`src/rtl/microcode_sequencer_pkg.sv`:
```
// Shared definitions for the microcode sequencer: op encodings, condition
// indices used by the CPU, and a stack-pointer width helper.
package microcode_sequencer_pkg;

    typedef enum logic [2:0] {
        UC_NEXT = 3'd0,
        UC_JUMP = 3'd1,
        UC_CALL = 3'd2,
        UC_RET  = 3'd3,
        UC_MAP  = 3'd4,
        UC_LDCT = 3'd5,
        UC_LOOP = 3'd6,
        UC_HOLD = 3'd7
    } uc_op_e;

    localparam int COND_ZERO  = 0;
    localparam int COND_CARRY = 1;
    localparam int COND_NEG   = 2;
    localparam int COND_OVF   = 3;

    // Occupancy needs to represent 0..depth inclusive.
    function automatic int stack_ptr_w(input int depth);
        return $clog2(depth + 1);
    endfunction

endpackage

```
`src/rtl/microcode_sequencer_stack.sv`:
```
// Return-address LIFO. Contents are not reset; only the occupancy counter is.
// Push when full and pop when empty are ignored; the parent raises the flags.
module microcode_sequencer_stack
    import microcode_sequencer_pkg::*;
#(
    parameter int DEPTH = 4,
    parameter int W     = 12,
    localparam int SP_W  = stack_ptr_w(DEPTH),
    localparam int IDX_W = (DEPTH > 1) ? $clog2(DEPTH) : 1
) (
    input  logic            clock,
    input  logic            reset_n,
    input  logic            push,
    input  logic            pop,
    input  logic [W-1:0]    push_data,
    output logic [W-1:0]    top_data,
    output logic            full,
    output logic            empty,
    output logic [SP_W-1:0] sp
);

    logic [W-1:0]     mem [0:(2**IDX_W)-1];
    logic [IDX_W-1:0] wr_idx;
    logic [IDX_W-1:0] rd_idx;

    assign full     = (sp == SP_W'(DEPTH));
    assign empty    = (sp == '0);
    assign wr_idx   = IDX_W'(sp);
    assign rd_idx   = IDX_W'(sp - SP_W'(1));
    assign top_data = mem[rd_idx];

    always_ff @(posedge clock) begin
        if (push && !full) begin
            mem[wr_idx] <= push_data;
        end
    end

    always_ff @(posedge clock or negedge reset_n) begin
        if (!reset_n) begin
            sp <= '0;
        end else if (push && !full) begin
            sp <= sp + SP_W'(1);
        end else if (pop && !empty) begin
            sp <= sp - SP_W'(1);
        end
    end

endmodule

```
`src/rtl/microcode_sequencer.sv`:
```
// Next-address generator for the microcoded CPU: condition select, next-address
// mux, loop counter, return stack and sticky overflow/underflow flags.
module microcode_sequencer
    import microcode_sequencer_pkg::*;
#(
    parameter int ADDR_W      = 12,
    parameter int STACK_DEPTH = 4,
    parameter int NCOND       = 8,
    parameter int CNT_W       = 8,
    localparam int CSEL_W = $clog2(NCOND),
    localparam int SP_W   = stack_ptr_w(STACK_DEPTH)
) (
    input  logic              clock,
    input  logic              reset_n,
    input  logic              stall,
    input  logic [2:0]        op,
    input  logic [CSEL_W-1:0] cond_sel,
    input  logic              cond_pol,
    input  logic [NCOND-1:0]  cond_in,
    input  logic [ADDR_W-1:0] d_in,
    input  logic [ADDR_W-1:0] map_in,
    output logic [ADDR_W-1:0] uc_addr,
    output logic [SP_W-1:0]   sp,
    output logic              cnt_zero,
    output logic              stk_ovf,
    output logic              stk_unf
);

    logic              cc;
    logic [ADDR_W-1:0] inc;
    logic [ADDR_W-1:0] addr_nxt;
    logic [CNT_W-1:0]  cnt;
    logic [CNT_W-1:0]  cnt_nxt;
    logic              push;
    logic              pop;
    logic              ovf_set;
    logic              unf_set;
    logic              full;
    logic              empty;
    logic [ADDR_W-1:0] top_data;

    assign cc       = cond_in[cond_sel] ^ cond_pol;
    assign inc      = uc_addr + ADDR_W'(1);
    assign cnt_zero = (cnt == '0);

    always_comb begin
        addr_nxt = inc;
        cnt_nxt  = cnt;
        push     = 1'b0;
        pop      = 1'b0;
        ovf_set  = 1'b0;
        unf_set  = 1'b0;
        case (uc_op_e'(op))
            UC_NEXT: addr_nxt = inc;
            UC_JUMP: if (cc) addr_nxt = d_in;
            UC_CALL: begin
                if (cc) begin
                    addr_nxt = d_in;
                    if (full) ovf_set = 1'b1;
                    else      push    = 1'b1;
                end
            end
            UC_RET: begin
                if (cc) begin
                    if (empty) begin
                        unf_set = 1'b1;
                    end else begin
                        pop      = 1'b1;
                        addr_nxt = top_data;
                    end
                end
            end
            UC_MAP:  addr_nxt = map_in;
            UC_LDCT: cnt_nxt  = d_in[CNT_W-1:0];
            UC_LOOP: begin
                if (!cnt_zero) begin
                    cnt_nxt  = cnt - CNT_W'(1);
                    addr_nxt = d_in;
                end
            end
            UC_HOLD: addr_nxt = uc_addr;
            default: addr_nxt = inc;
        endcase
    end

    microcode_sequencer_stack #(
        .DEPTH (STACK_DEPTH),
        .W     (ADDR_W)
    ) u_stack (
        .clock     (clock),
        .reset_n   (reset_n),
        .push      (push && !stall),
        .pop       (pop && !stall),
        .push_data (inc),
        .top_data  (top_data),
        .full      (full),
        .empty     (empty),
        .sp        (sp)
    );

    always_ff @(posedge clock or negedge reset_n) begin
        if (!reset_n) begin
            uc_addr <= '0;
            cnt     <= '0;
            stk_ovf <= 1'b0;
            stk_unf <= 1'b0;
        end else if (!stall) begin
            uc_addr <= addr_nxt;
            cnt     <= cnt_nxt;
            if (ovf_set) stk_ovf <= 1'b1;
            if (unf_set) stk_unf <= 1'b1;
        end
    end

endmodule

```
`config.mk`:
```
export PLATFORM = sky130hd
export DESIGN_NAME = microcode_sequencer
export DESIGN_NICKNAME = d
export VERILOG_FILES = /design/src/rtl/microcode_sequencer_pkg.sv /design/src/rtl/microcode_sequencer_stack.sv /design/src/rtl/microcode_sequencer.sv
export SDC_FILE = /design/constraint.sdc
export NUM_CORES = 1
export LEC_CHECK = 0
export ABC_AREA = 1
export CORE_MARGIN = 3
export CORE_UTILIZATION = 50
export DETAILED_ROUTE_END_ITERATION = 16
export GPL_TIMING_DRIVEN = 1
export PLACE_DENSITY = 0.78
export SYNTH_ARGS = -nofsm -noshare
export SYNTH_HDL_FRONTEND = slang
export SYNTH_SLANG_ARGS = --single-unit
```
`constraint.sdc`:
```
create_clock -name clock -period 2.45 [get_ports clock]
set_input_delay 0.49 -clock clock [delete_from_list [all_inputs] [get_ports clock]]
set_output_delay 0.49 -clock clock [all_outputs]
set_load 0.02 [all_outputs]
```
-- Word-level counts from Yosys, hierarchy flattened
Memory sizes are Yosys's and may differ from the RTL's.
Cells that the tools add are included.
- $lt $le $gt $ge: 1
- bitwise gates (word level): 3
- equality and inequality tests: 9
- reductions and logical operators: 16
- add/subtract/negate cells: 4
- mux-type cells: 25
- operators by type and width (kind ; number):
    case mux 12 bit (5 select lines) ; 1
    2-to-1 mux 12 bit ; 4
    case mux 8 bit (2 select lines) ; 1
    == test 3 bit (second input constant) ; 5
    2-to-1 mux 1 bit ; 15
    adder 12 x 1 -> 12 bit (second input constant) ; 1
    logical NOT 8 bit ; 1
    2-to-1 mux 8 bit ; 1
    subtractor 8 x 1 -> 8 bit (second input constant) ; 1
    == test 3 x 2 -> 1 bit (second input constant) ; 2
    2-to-1 mux 3 bit ; 2
    AND reduction 2 bit ; 3
    logical AND 1 bit ; 4
    < comparator 3 x 4 -> 1 bit (second input constant) ; 1
    nonzero test 2 bit ; 2
    adder 3 x 1 -> 3 bit (second input constant) ; 1
    binary-select mux 1 bit (select 3 bit) ; 1
    == test 3 x 1 -> 1 bit (second input constant) ; 1
    logical NOT 1 bit ; 3
    logical NOT 3 bit ; 1
    AND reduction 3 bit ; 1
    subtractor 3 x 1 -> 3 bit (second input constant) ; 1
    inequality test 2 bit (second input constant) ; 1
    NOT 1 bit ; 2
    other kinds (2) ; 2
- input bits: 42
- memory bits (writable): 48
- memories kept: 1
- register bits: 25
- logic and storage cells: 64
- output and inout bits: 18
- memory list (name ; depth ; bits a word ; rd ports ; clocked after memory_dff ; write ports ; RTL line ; text):
    u_stack.mem ; 4 ; 12 ; 1 ; 0 ; 1 ; microcode_sequencer_stack.sv:22 ; logic [W-1:0] mem [0:(2**IDX_W)-1];

-- Longest topological paths before layout
Gate-level depths: netlist of the first run.
- word-level depth: 9
- mapped depth: 15
- gate-level depth less buffers: 13

-- By module
From an unflattened synthesis of the first run, not the netlist that was laid out.
- cells, all modules: 600
- area, all modules: 4575.6 µm²
- by module, submodules not included (module ; instances ; area an instance (µm²) ; cells an instance ; seq. area each (µm²)):
    microcode_sequencer ; 1 ; 2333.5 ; 413 ; 550.5
    microcode_sequencer_stack ; 1 ; 2242.2 ; 187 ; 1516.5

-- Worst setup path after synthesis of the first run
Ideal clock, no wire load.
- path kind: reg-to-reg
- start: reg u_stack.sp[0]
- end: mem u_stack.mem[0][0], enable pin
- required time: 2070 ps
- slack: -81 ps
- setup time: 380 ps
- stages on the path, launching flop included: 9
- clock period less this slack: 2531 ps
- data arrival time: 2150 ps
- path buffers: 2
- path through: dfrtp_1 > inv_1 > clkbuf_1 > ha_1 > inv_1 > nor2_2 > inv_2 > buf_2 > nor2_1
- longest elaborated chain between the ends: 8
- elaborated cells between the ends (all ways): 9
- those cells by class: eq/ne (1); mux (5); reduce/logical (3)
- RTL lines (what ; RTL line ; text):
    start: declaration ; microcode_sequencer_stack.sv:19 ; output logic [SP_W-1:0] sp
    start signal: assignment ; microcode_sequencer_stack.sv:42 ; sp <= sp + SP_W'(1);
    start signal: assignment ; microcode_sequencer_stack.sv:44 ; sp <= sp - SP_W'(1);
    == test 3 bit ; microcode_sequencer_stack.sv:26 ; assign full = (sp == SP_W'(DEPTH));
    2-to-1 mux 1 bit ; microcode_sequencer.sv:59 ; if (full) ovf_set = 1'b1;
    2-to-1 mux 1 bit ; microcode_sequencer.sv:57 ; if (cc) begin
    2-to-1 mux 1 bit ; microcode_sequencer.sv:53 ; case (uc_op_e'(op))
    logical AND 1 bit ; microcode_sequencer.sv:92 ; .push (push && !stall),
    logical AND 1 bit ; microcode_sequencer_stack.sv:33 ; if (push && !full) begin
    2-to-1 mux 1 bit ; microcode_sequencer_stack.sv:33 ;
    2-to-1 mux 1 bit (implied by the code) ; microcode_sequencer_stack.sv:34 ; mem[wr_idx] <= push_data;
    end: declaration ; microcode_sequencer_stack.sv:22 ;
Several ways; a longest one is shown, not always the timed one.

-- Worst setup path in the final report of the first run
- start: reg u_stack.sp[0]
- end: out sp[0]
- RTL lines (what ; RTL line ; text):
    end: declaration ; microcode_sequencer.sv:23 ; output logic [SP_W-1:0] sp,
No word-level cell between the ends.

==> results.py, run 1 <==
metrics = {
    "yosys": {
        "synth_edf_count": 48,
        "synth-compound-area-share_pct": 8.103,
        "yosys_warnings": 0,
        "synth_most_common_cell": "nand2_1",
        "synth_fa_ha_area_share_pct": 1.936,
        "syn_area_per_cell_um2": 7.516,
        "synth_simple_gate_area_share_pct": 34.35,
        "synthXorXnorAreaFrac_pct": 1.355,
        "synthTopCellsByCount": "nand2_1, nand3_1, inv_1, nor2_1, edfxtp_1",
        "ys.flop_type": "edfxtp_1",
        "synth_area_leaders": "edfxtp_1, nand2_1, dfrtp_1",
        "async_flop_share_pct": 34.25,
        "seq_area_frac_synth_pct": 45.69,
        "yosysUniqueCellTypes": 35,
        "synth.net_count": 651,
        "synth_area_leader_cell": "edfxtp_1",
        "syn_area_um2": 4524,
        "synth-seq-cells": 73,
        "synth_top_family_by_area": "simple AND/OR/NAND/NOR gates",
        "synth.mux.area_fraction_pct": 0,
        "synthCells": 602,
        "synth_top_area_share_pct": 31.86,
    },
    "sta": {
        "finalClockSkew_ns": 0.009705,
        "max_slew.worst_pin.slew_ns": 0.5649,
        "period_share_pct": 89.40,
        "maxSlewViolCount": 0,
        "finalSetupViolCount": 0,
        "max_slew_margin_pct": 62.30,
        "max_freq_mhz": 456.6,
        "min_period_ns": 2.190,
        "fin_setup_tns_ns": 0,
        "grt_setup_unrepaired": "no",
        "hold_viol": 0,
        "worst_hold_slack_ns": 0.4771,
    },
    "outcome": {
        "status": "completed",
    },
    "power_and_ir_drop": {
        "clock_power_share_pct": 22.2,
        "totalPowerFinal_mw": 4.839,
        "p_sw_mw": 1.979,
        "combinationalPowerShare_pct": 44.2,
        "ir_drop_uv": 521.1,
        "p_leak_nw": 2.562,
        "netSwitchingFraction_pct": 40.89,
        "pwr-share-seq_pct": 33.6,
        "power_density_nw_per_um2": 867.2,
        "power.internal_mw": 2.860,
    },
    "worst_hold_path": {
        "hp-class": "flip-flop to flip-flop",
        "hold_start": "stk_unf",
        "hold_end": "stk_unf",
        "whs_path_depth": 1,
    },
    "worst_setup_path": {
        "crit_arrival_ns": 1.70,
        "critPathMaxFanout": 32,
        "rrSetupSlack_ns": 0.32,
        "r2r_cells": 12,
        "r2r-start": "u_stack.sp[1]",
        "rr_endpoint": "uc_addr[5]",
        "path_class": "flip-flop to output pin",
        "start_kind": "flip-flop",
        "cp_data_required_time_ns": 1.96,
        "setup.worst_path.end_class": "output pin",
    },
    "floorplanning": {
        "die_y_um": 101.1,
        "start_util_pct": 51.63,
        "die_w_um": 101.1,
        "die_area_um2": 10230,
        "core_um2": 8763,
        "placement_rows": 34,
        "ios": 60,
    },
    "routing": {
        "routed_wirelength_um": 11890,
        "dr_wl_met3_um": 931,
        "wl_per_cell_um": 15.05,
        "vias": 4325,
        "vias_per_cell": 5.475,
        "drt_first_pass_iters": 5,
        "drt-met1-wl_um": 5010,
        "drt_first_iter_violations": 307,
        "met2_length_um": 5816,
        "drc": 0,
        "top_layer_used": "met4",
        "drtAntennaViolNets": 0,
    },
    "global_routing": {
        "antenna_found_initial": 0,
        "grt_pass1_wl_um": 19800,
        "grt_max_degree": 33,
        "grt_pass1_vias": 4074,
        "globalRouteOverflowTotal": 0,
        "grt_usage_pct": 24.61,
    },
    "clocking": {
        "cts_tree": "yes",
        "cts_root_buf": "clkbuf_8",
        "hold_buffers": 0,
        "clockBufferDepth": 2,
        "cts_htree_levels": 3,
        "clock-sinks": 73,
        "clk_latency_ns": 0.35,
        "numCtsBuffers": 9,
        "clk_pin_slew_ns": 0.08,
        "post-cts-setup-buffers": 0,
    },
    "finish": {
        "drive_gt1_share_pct": 9.531,
        "n_antenna_cell": 0,
        "final_nets": 726,
        "fillers": 734,
        "syn2layout_area_growth_pct": 23.34,
        "final_util_pct": 63.68,
    },
    "placed_design": {
        "port_buffers": 59,
        "gp_congestion": 0.8855,
        "hpwl_um": 8927,
    },
    "run": {
        "drv_cap": 0,
    },
}
per-stage QoR:
| stage | std cells | setup slack (ns) | cell area, um2 |
|---|---|---|---|
| 2_1_floorplan | 602 | 0.1157 | 4527 |
| 3_3_place_gp | 774 | 0.01489 | 5350 |
| 3_5_place_dp | 774 | -0.07322 | 5350 |
| 4_1_cts | 790 | 0.1453 | 5577 |
| 5_1_grt | 790 | 0.06810 | 5580 |
| 6_report | 790 | 0.2598 | 5580 |
flip-flops by register name (all words and copies together) (netlist names):
signal and count:
u_stack.mem 48, uc_addr 12, stk_unf 1, u_stack.sp 3, stk_ovf 1, cnt 8
power groups by stage:
stage	Clock [mW]	Sequential (mW)	Combinational (mW)
6_report	1.07	1.62	2.14
5_1_grt	1.15	1.64	2.38
4_1_cts	1.09	1.62	2.13
3_5_place_dp	0	1.65	2.10
3_3_place_gp	0	1.65	2.04
2_1_floorplan	0	1.71	1.31
final cells by class:
| class | count | area [um2] | area share, % |
|---|---|---|---|
| Multi-Input combinational cell | 432 | 2072 | 37.13 |
| Sequential cell | 73 | 2067 | 37.04 |
| Timing Repair Buffer | 83 | 782.0 | 14.01 |
| Inverter | 78 | 296.5 | 5.314 |
| Clock buffer | 10 | 137.6 | 2.466 |
| Tap cell | 108 | 135.1 | 2.422 |
| Clock inverter | 6 | 90.09 | 1.614 |
critical path, stage by stage, from the launching register on:
cell and delay (ns):
dfrtp_1 0.35, buf_4 0.33, clkdlybuf4s50_1 0.67
cell families (layout without fill, tap and decap cells):
| kind of cell | count (synthesis) | count (layout) |
|---|---|---|
| XOR/XNOR | 7 | 7 |
| AND/OR/NAND/NOR | 353 | 353 |
| flip-flops | 73 | 73 |
| adder cells (fa/ha/maj) | 7 | 7 |
| buffers and inverters | 97 | 177 |
| AO/OA/AOI/OAI | 65 | 65 |
cell usage in the layout (no fill, tap or decap), drive strengths merged, types with 2 or more instances in the layout:
master / synthesis / routed
a21oi: 24 / 24
a22oi: 9 / 9
buf: 12 / 24
bufinv: 0 / 2
clkbuf: 7 / 10
clkdlybuf4s50: 0 / 58
clkinv: 1 / 2
clkinvlp: 0 / 2
dfrtp: 25 / 25
edfxtp: 48 / 48
ha: 7 / 7
inv: 77 / 78
nand2: 179 / 179
nand3: 89 / 89
nand3b: 3 / 3
nand4: 6 / 6
nor2: 68 / 68
nor3: 7 / 7
o211ai: 2 / 2
o21ai: 25 / 25
o22ai: 3 / 3
xor2: 6 / 6
worst max path at each step:
stage                  start  depth (start not counted)                 end
6_report       u_stack.sp[0]                          2               sp[0]
3_3_place_gp     cond_sel[0]                         12  u_stack.mem[2][10]
5_1_grt        u_stack.sp[1]                         12          uc_addr[5]
3_5_place_dp     cond_sel[0]                         12   u_stack.mem[3][7]
2_1_floorplan  u_stack.sp[0]                          8   u_stack.mem[0][0]
4_1_cts        u_stack.sp[1]                         12          uc_addr[5]
per-layer routing:
metal / vias up / GRT usage (%)
met1: 1985 / 33.32
met5: - / 0
met3: 15 / 4.014
met4: 0 / 7.873
met2: 201 / 40.54
li1: 2124 / -
repair_timing:
| action | 4_1_cts | 5_1_grt |
|---|---|---|
| gates cloned | 0 | 0 |
| gates resized for setup | 1 | 1 |
| endpoints found under the setup margin | 1 | 5 |
No activity file was read; power rests on OpenSTA's default activity.
==> run 2: changes to the inputs <==
CTS_CLUSTER_DIAMETER = 100   (was not set)
REMOVE_ABC_BUFFERS = 1   (was not set)
==> results.py, run 2 (synthesis gave the netlist of run 1 again) <==
metrics = {
    "outcome": {
        "status": "completed",
    },
    "sta": {
        "finalClockSkew_ns": 0.01806,
        "setup_slack_ns": 0.2457,
        "worst_hold_slack_ns": 0.4801,
        "max_slew.worst_pin.slew_ns": 0.5354,
        "finalSetupViolCount": 0,
        "max_freq_mhz": 453.7,
        "hold_viol": 0,
        "min_period_ns": 2.204,
        "grt_setup_unrepaired": "no",
        "max_slew_margin_pct": 64.27,
        "period_share_pct": 89.97,
        "maxSlewViolCount": 0,
    },
    "global_routing": {
        "grt_pass1_wl_um": 19380,
        "globalRouteOverflowTotal": 0,
        "grt_pass1_vias": 4031,
        "antenna_found_initial": 0,
        "grt_max_degree": 33,
        "grt_usage_pct": 24.19,
    },
    "placed_design": {
        "gp_congestion": 0.9222,
        "dp.cells": 780,
        "placed_area_um2": 5380,
        "place_ws_ns": -0.1666,
        "hpwl_um": 9027,
        "port_buffers": 59,
    },
    "worst_setup_path": {
        "worstSetupStartpoint": "cond_sel[0]",
        "rr_endpoint": "uc_addr[5]",
        "timing.critical_path.mode_cell": "nand2_1",
        "critPathMaxFanout": 12,
        "r2r-start": "u_stack.sp[1]",
        "crit_arrival_ns": 2.25,
        "rrSetupSlack_ns": 0.31,
        "cp_data_required_time_ns": 2.49,
        "r2r_cells": 12,
        "slowest_delay_ns": 0.56,
        "crit_chain": "clkdlybuf4s50_1 -> inv_2 -> nand2_1 -> nand3_1 -> nand3_2 -> nand2_1 -> nand2_1 -> nand2_1 -> nor2_2 -> nand2_1 -> nor2_1 -> buf_4",
        "critPathSlowestCell": "clkdlybuf4s50_1",
        "path_class": "input pin to flip-flop",
        "setup.worst_path.end_class": "flip-flop",
        "start_kind": "input pin",
    },
    "clocking": {
        "cts_root_buf": "clkbuf_8",
        "numCtsBuffers": 9,
        "clk_pin_slew_ns": 0.09,
        "cts_htree_levels": 3,
        "post-cts-setup-buffers": 0,
        "cts_tree": "yes",
        "clock-sinks": 73,
        "clk_latency_ns": 0.36,
        "hold_buffers": 0,
        "clockBufferDepth": 2,
    },
    "routing": {
        "routed_wirelength_um": 11960,
        "wl_per_cell_um": 15.02,
        "vias_per_cell": 5.432,
        "drtAntennaViolNets": 0,
        "drc": 0,
        "vias": 4324,
        "drt_first_iter_violations": 343,
        "drt_first_pass_iters": 5,
    },
    "worst_hold_path": {
        "hold_start": "stk_unf",
        "whs_path_depth": 1,
        "hp-class": "flip-flop to flip-flop",
        "hold_end": "stk_unf",
    },
    "power_and_ir_drop": {
        "power_density_nw_per_um2": 863.5,
        "clock_power_share_pct": 22.4,
        "netSwitchingFraction_pct": 41.22,
        "power.internal_mw": 2.850,
        "ir_drop_uv": 366.6,
        "p_sw_mw": 1.999,
        "combinationalPowerShare_pct": 44.2,
        "pwr-share-seq_pct": 33.5,
        "p_leak_nw": 2.604,
    },
    "finish": {
        "stdcell_count": 796,
        "final_cell_mix": "nand2_1, nand3_1, inv_1",
        "fillers": 749,
        "syn2layout_area_growth_pct": 24.12,
        "final_nets": 732,
        "design_area_um2": 5615,
        "final_common_cell": "nand2_1",
        "biggestRegsByFlops": "u_stack.mem (48), uc_addr (12), cnt (8)",
        "largest_reg_flops": 48,
        "drive_gt1_share_pct": 10.32,
        "final_util_pct": 64.08,
        "regMostFlops": "u_stack.mem",
        "n_antenna_cell": 0,
    },
    "floorplanning": {
        "ios": 60,
        "die_w_um": 101.1,
        "placement_rows": 34,
        "core_um2": 8763,
        "die_area_um2": 10230,
        "die_y_um": 101.1,
        "start_util_pct": 51.63,
    },
    "run": {
        "drv_cap": 0,
    },
}
run 2: metal layers:
| metal | share of wire (%) | track usage (%) |
|---|---|---|
| met1 | 43 | 33.64 |
| met2 | 47 | 38.98 |
| met3 | 7.6 | 2.907 |
| met4 | 2.2 | 8.998 |
| met5 | 0 | 0 |
run 2: layout make-up:
cell class	instances	area, um2	area share (%)
multi-input combinational	432	2072	36.90
clock inverter	7	102.6	1.827
timing repair buffer	89	818.3	14.57
inverter	78	296.5	5.281
tap	108	135.1	2.406
sequential	73	2067	36.81
clock buffer	9	123.9	2.206
run 2: how the worst max path moves through the flow:
| stage | to | cells past startpoint |
|---|---|---|
| finish | u_stack.mem[1][0] | 12 |
| global route | u_stack.mem[1][0] | 12 |
| CTS | cnt_zero | 5 |
| detailed placement | u_stack.mem[1][4] | 12 |
| global placement | u_stack.mem[2][0] | 12 |
| floorplan | uc_addr[0] | 11 |
run 2: per-stage QoR:
stage / TNS, ns / power, mW
after detailed placement: -7.002 / 3.753
after global placement: -1.259 / 3.710
after floorplan: -27.22 / 2.945
after CTS: 0 / 4.836
after global routing: 0 / 5.177
final: 0 / 4.849
run 2: worst max-delay path, delay by kind of cell:
| family | cells | cell delay, ns |
|---|---|---|
| AND/OR/NAND/NOR | 9 | 0.88 |
| buffers and inverters | 3 | 0.86 |
run 2: repair_timing:
item / CTS / global route
endpoints found under the setup margin: 0 / 7
resized for setup: 0 / 3
endpoints found under the hold margin: 0 / 0
run 2: power by group through the flow:
stage	Combinational [mW]	Sequential, mW	Clock (mW)
3_3_place_gp	2.07	1.64	0
6_report	2.14	1.62	1.09
2_1_floorplan	1.18	1.76	0
4_1_cts	2.12	1.62	1.09
5_1_grt	2.39	1.64	1.15
3_5_place_dp	2.11	1.65	0
==> run 3: changes to the inputs <==
CELL_PAD_IN_SITES_DETAIL_PLACEMENT = 2   (was not set)
CELL_PAD_IN_SITES_GLOBAL_PLACEMENT = 2   (was not set)
CORE_UTILIZATION = 29   (was 50)
PLACE_DENSITY = not set   (was 0.78)
PLACE_DENSITY_LB_ADDON = 0.25   (was not set)
==> results.py, run 3 (synthesis gave the netlist of run 1 again) <==
metrics = {
    "finish": {
        "largest_reg_flops": 48,
        "final_util_pct": 38.53,
        "n_antenna_cell": 0,
        "syn2layout_area_growth_pct": 29.95,
        "final_cell_mix": "nand2_1, nand3_1, inv_1",
        "biggestRegsByFlops": "u_stack.mem (48), uc_addr (12), cnt (8)",
        "drive_gt1_share_pct": 11.08,
        "final_common_cell": "nand2_1",
        "regMostFlops": "u_stack.mem",
        "final_nets": 739,
        "fillers": 1801,
    },
    "sta": {
        "hold_viol": 0,
        "max_slew_margin_pct": 59.58,
        "min_period_ns": 2.279,
        "max_slew.worst_pin.slew_ns": 0.6057,
        "period_share_pct": 93.02,
        "finalSetupViolCount": 0,
        "maxSlewViolCount": 0,
        "setup_slack_ns": 0.1711,
        "finalClockSkew_ns": 0.01202,
        "grt_setup_unrepaired": "no",
        "max_freq_mhz": 438.8,
    },
    "floorplanning": {
        "die_w_um": 130.9,
        "ios": 60,
        "start_util_pct": 29.65,
        "die_area_um2": 17140,
        "placement_rows": 45,
        "die_y_um": 130.9,
        "core_um2": 15260,
    },
    "clocking": {
        "clk_pin_slew_ns": 0.06,
        "post-cts-setup-buffers": 0,
        "clockBufferDepth": 2,
        "cts_htree_levels": 3,
        "clk_latency_ns": 0.35,
        "numCtsBuffers": 9,
        "cts_root_buf": "clkbuf_16",
        "clock-sinks": 73,
        "cts_tree": "yes",
        "hold_buffers": 0,
    },
    "worst_setup_path": {
        "setup.worst_path.end_class": "flip-flop",
        "r2r-start": "uc_addr[0]",
        "r2r_cells": 10,
        "start_kind": "input pin",
        "critPathMaxFanout": 12,
        "worstSetupStartpoint": "cond_sel[0]",
        "rr_endpoint": "uc_addr[8]",
        "path_class": "input pin to flip-flop",
        "rrSetupSlack_ns": 0.27,
        "crit_arrival_ns": 2.31,
        "cp_data_required_time_ns": 2.48,
    },
    "routing": {
        "routed_wirelength_um": 16810,
        "drt_first_iter_violations": 234,
        "drtAntennaViolNets": 0,
        "drc": 0,
        "vias": 4444,
        "vias_per_cell": 4.905,
        "drt_first_pass_iters": 4,
        "wl_per_cell_um": 18.55,
    },
    "worst_hold_path": {
        "hold_start": "cnt[7]",
        "whs_path_depth": 2,
        "hp-class": "flip-flop to flip-flop",
        "hold_end": "cnt[7]",
    },
    "global_routing": {
        "grt_pass1_vias": 4876,
        "grt_max_degree": 33,
        "grt_pass1_wl_um": 26840,
        "grt_usage_pct": 20.49,
        "globalRouteOverflowTotal": 0,
        "antenna_found_initial": 0,
    },
    "power_and_ir_drop": {
        "p_leak_nw": 2.658,
        "ir_drop_uv": 428.5,
        "totalPowerFinal_mw": 5.385,
        "power_density_nw_per_um2": 916.0,
    },
    "placed_design": {
        "gp_congestion": 0.8316,
        "hpwl_um": 12750,
        "place_ws_ns": -0.2499,
        "port_buffers": 59,
    },
    "outcome": {
        "status": "completed",
    },
    "run": {
        "drv_cap": 0,
    },
}
[run 3: where the power goes]
| group | total (mW) | internal [mW] | leakage, nW | switching (mW) |
|---|---|---|---|---|
| logic | 2.36 | 0.799 | 1.78 | 1.56 |
| clock network | 1.38 | 0.824 | 0.146 | 0.559 |
| registers | 1.64 | 1.49 | 0.729 | 0.152 |
| total | 5.39 | 3.11 | 2.66 | 2.27 |
[run 3: metal layers]
layer,share of wire (%),wire [um],track usage [%]
met4,0.89,150,4.356
met2,51,8495,36.18
met3,2.2,370,2.886
met5,0,0,0
met1,46,7793,26.75
[run 3: how the worst max path moves through the flow]
stage	endpoint	slack (ns)	cells after the start
floorplan	uc_addr[0]	-0.56	11
global placement	u_stack.mem[2][2]	-0.09	12
detailed placement	u_stack.mem[2][2]	-0.25	12
CTS	u_stack.mem[2][4]	0.10	12
global route	uc_addr[8]	0.03	10
finish	u_stack.mem[2][5]	0.17	12
[run 3: worst max-delay path: stages]
cell	delay [ns]
clkdlybuf4s50_1	0.57
inv_2	0.08
nand2_1	0.07
nand3_1	0.09
nand3_2	0.11
nand2_1	0.08
nand2_1	0.09
nand2_1	0.11
nor2_2	0.17
nand2_2	0.11
nor2_1	0.11
buf_4	0.23
[run 3: what timing repair did]
| action | in CTS | in global routing |
|---|---|---|
| setup endpoints to repair | 1 | 36 |
| pin swaps | 0 | 0 |
| resized for setup | 1 | 4 |
[run 3: cell type report]
type                       count  area (um2)  share of cell area (%)
clock buffer                  11       242.7                   4.129
clock inverter                 5       63.81                   1.085
tap                          211       264.0                   4.490
timing repair buffer          96       874.6                   14.88
multi-input combinational    432        2074                   35.28
sequential                    73        2067                   35.16
inverter                      78       292.8                   4.980
[run 3: per-stage QoR]
stage / hold WS (ns) / area (um2) / cells / setup TNS [ns]
detailed placement: 0.4956 / 5562 / 890 / -10.52
global placement: 0.4693 / 5562 / 890 / -2.417
global route: 0.5378 / 5879 / 906 / 0
CTS: 0.5080 / 5867 / 906 / 0
floorplan: 0.1944 / 4429 / 583 / -27.22
finish: 0.4960 / 5879 / 906 / 0
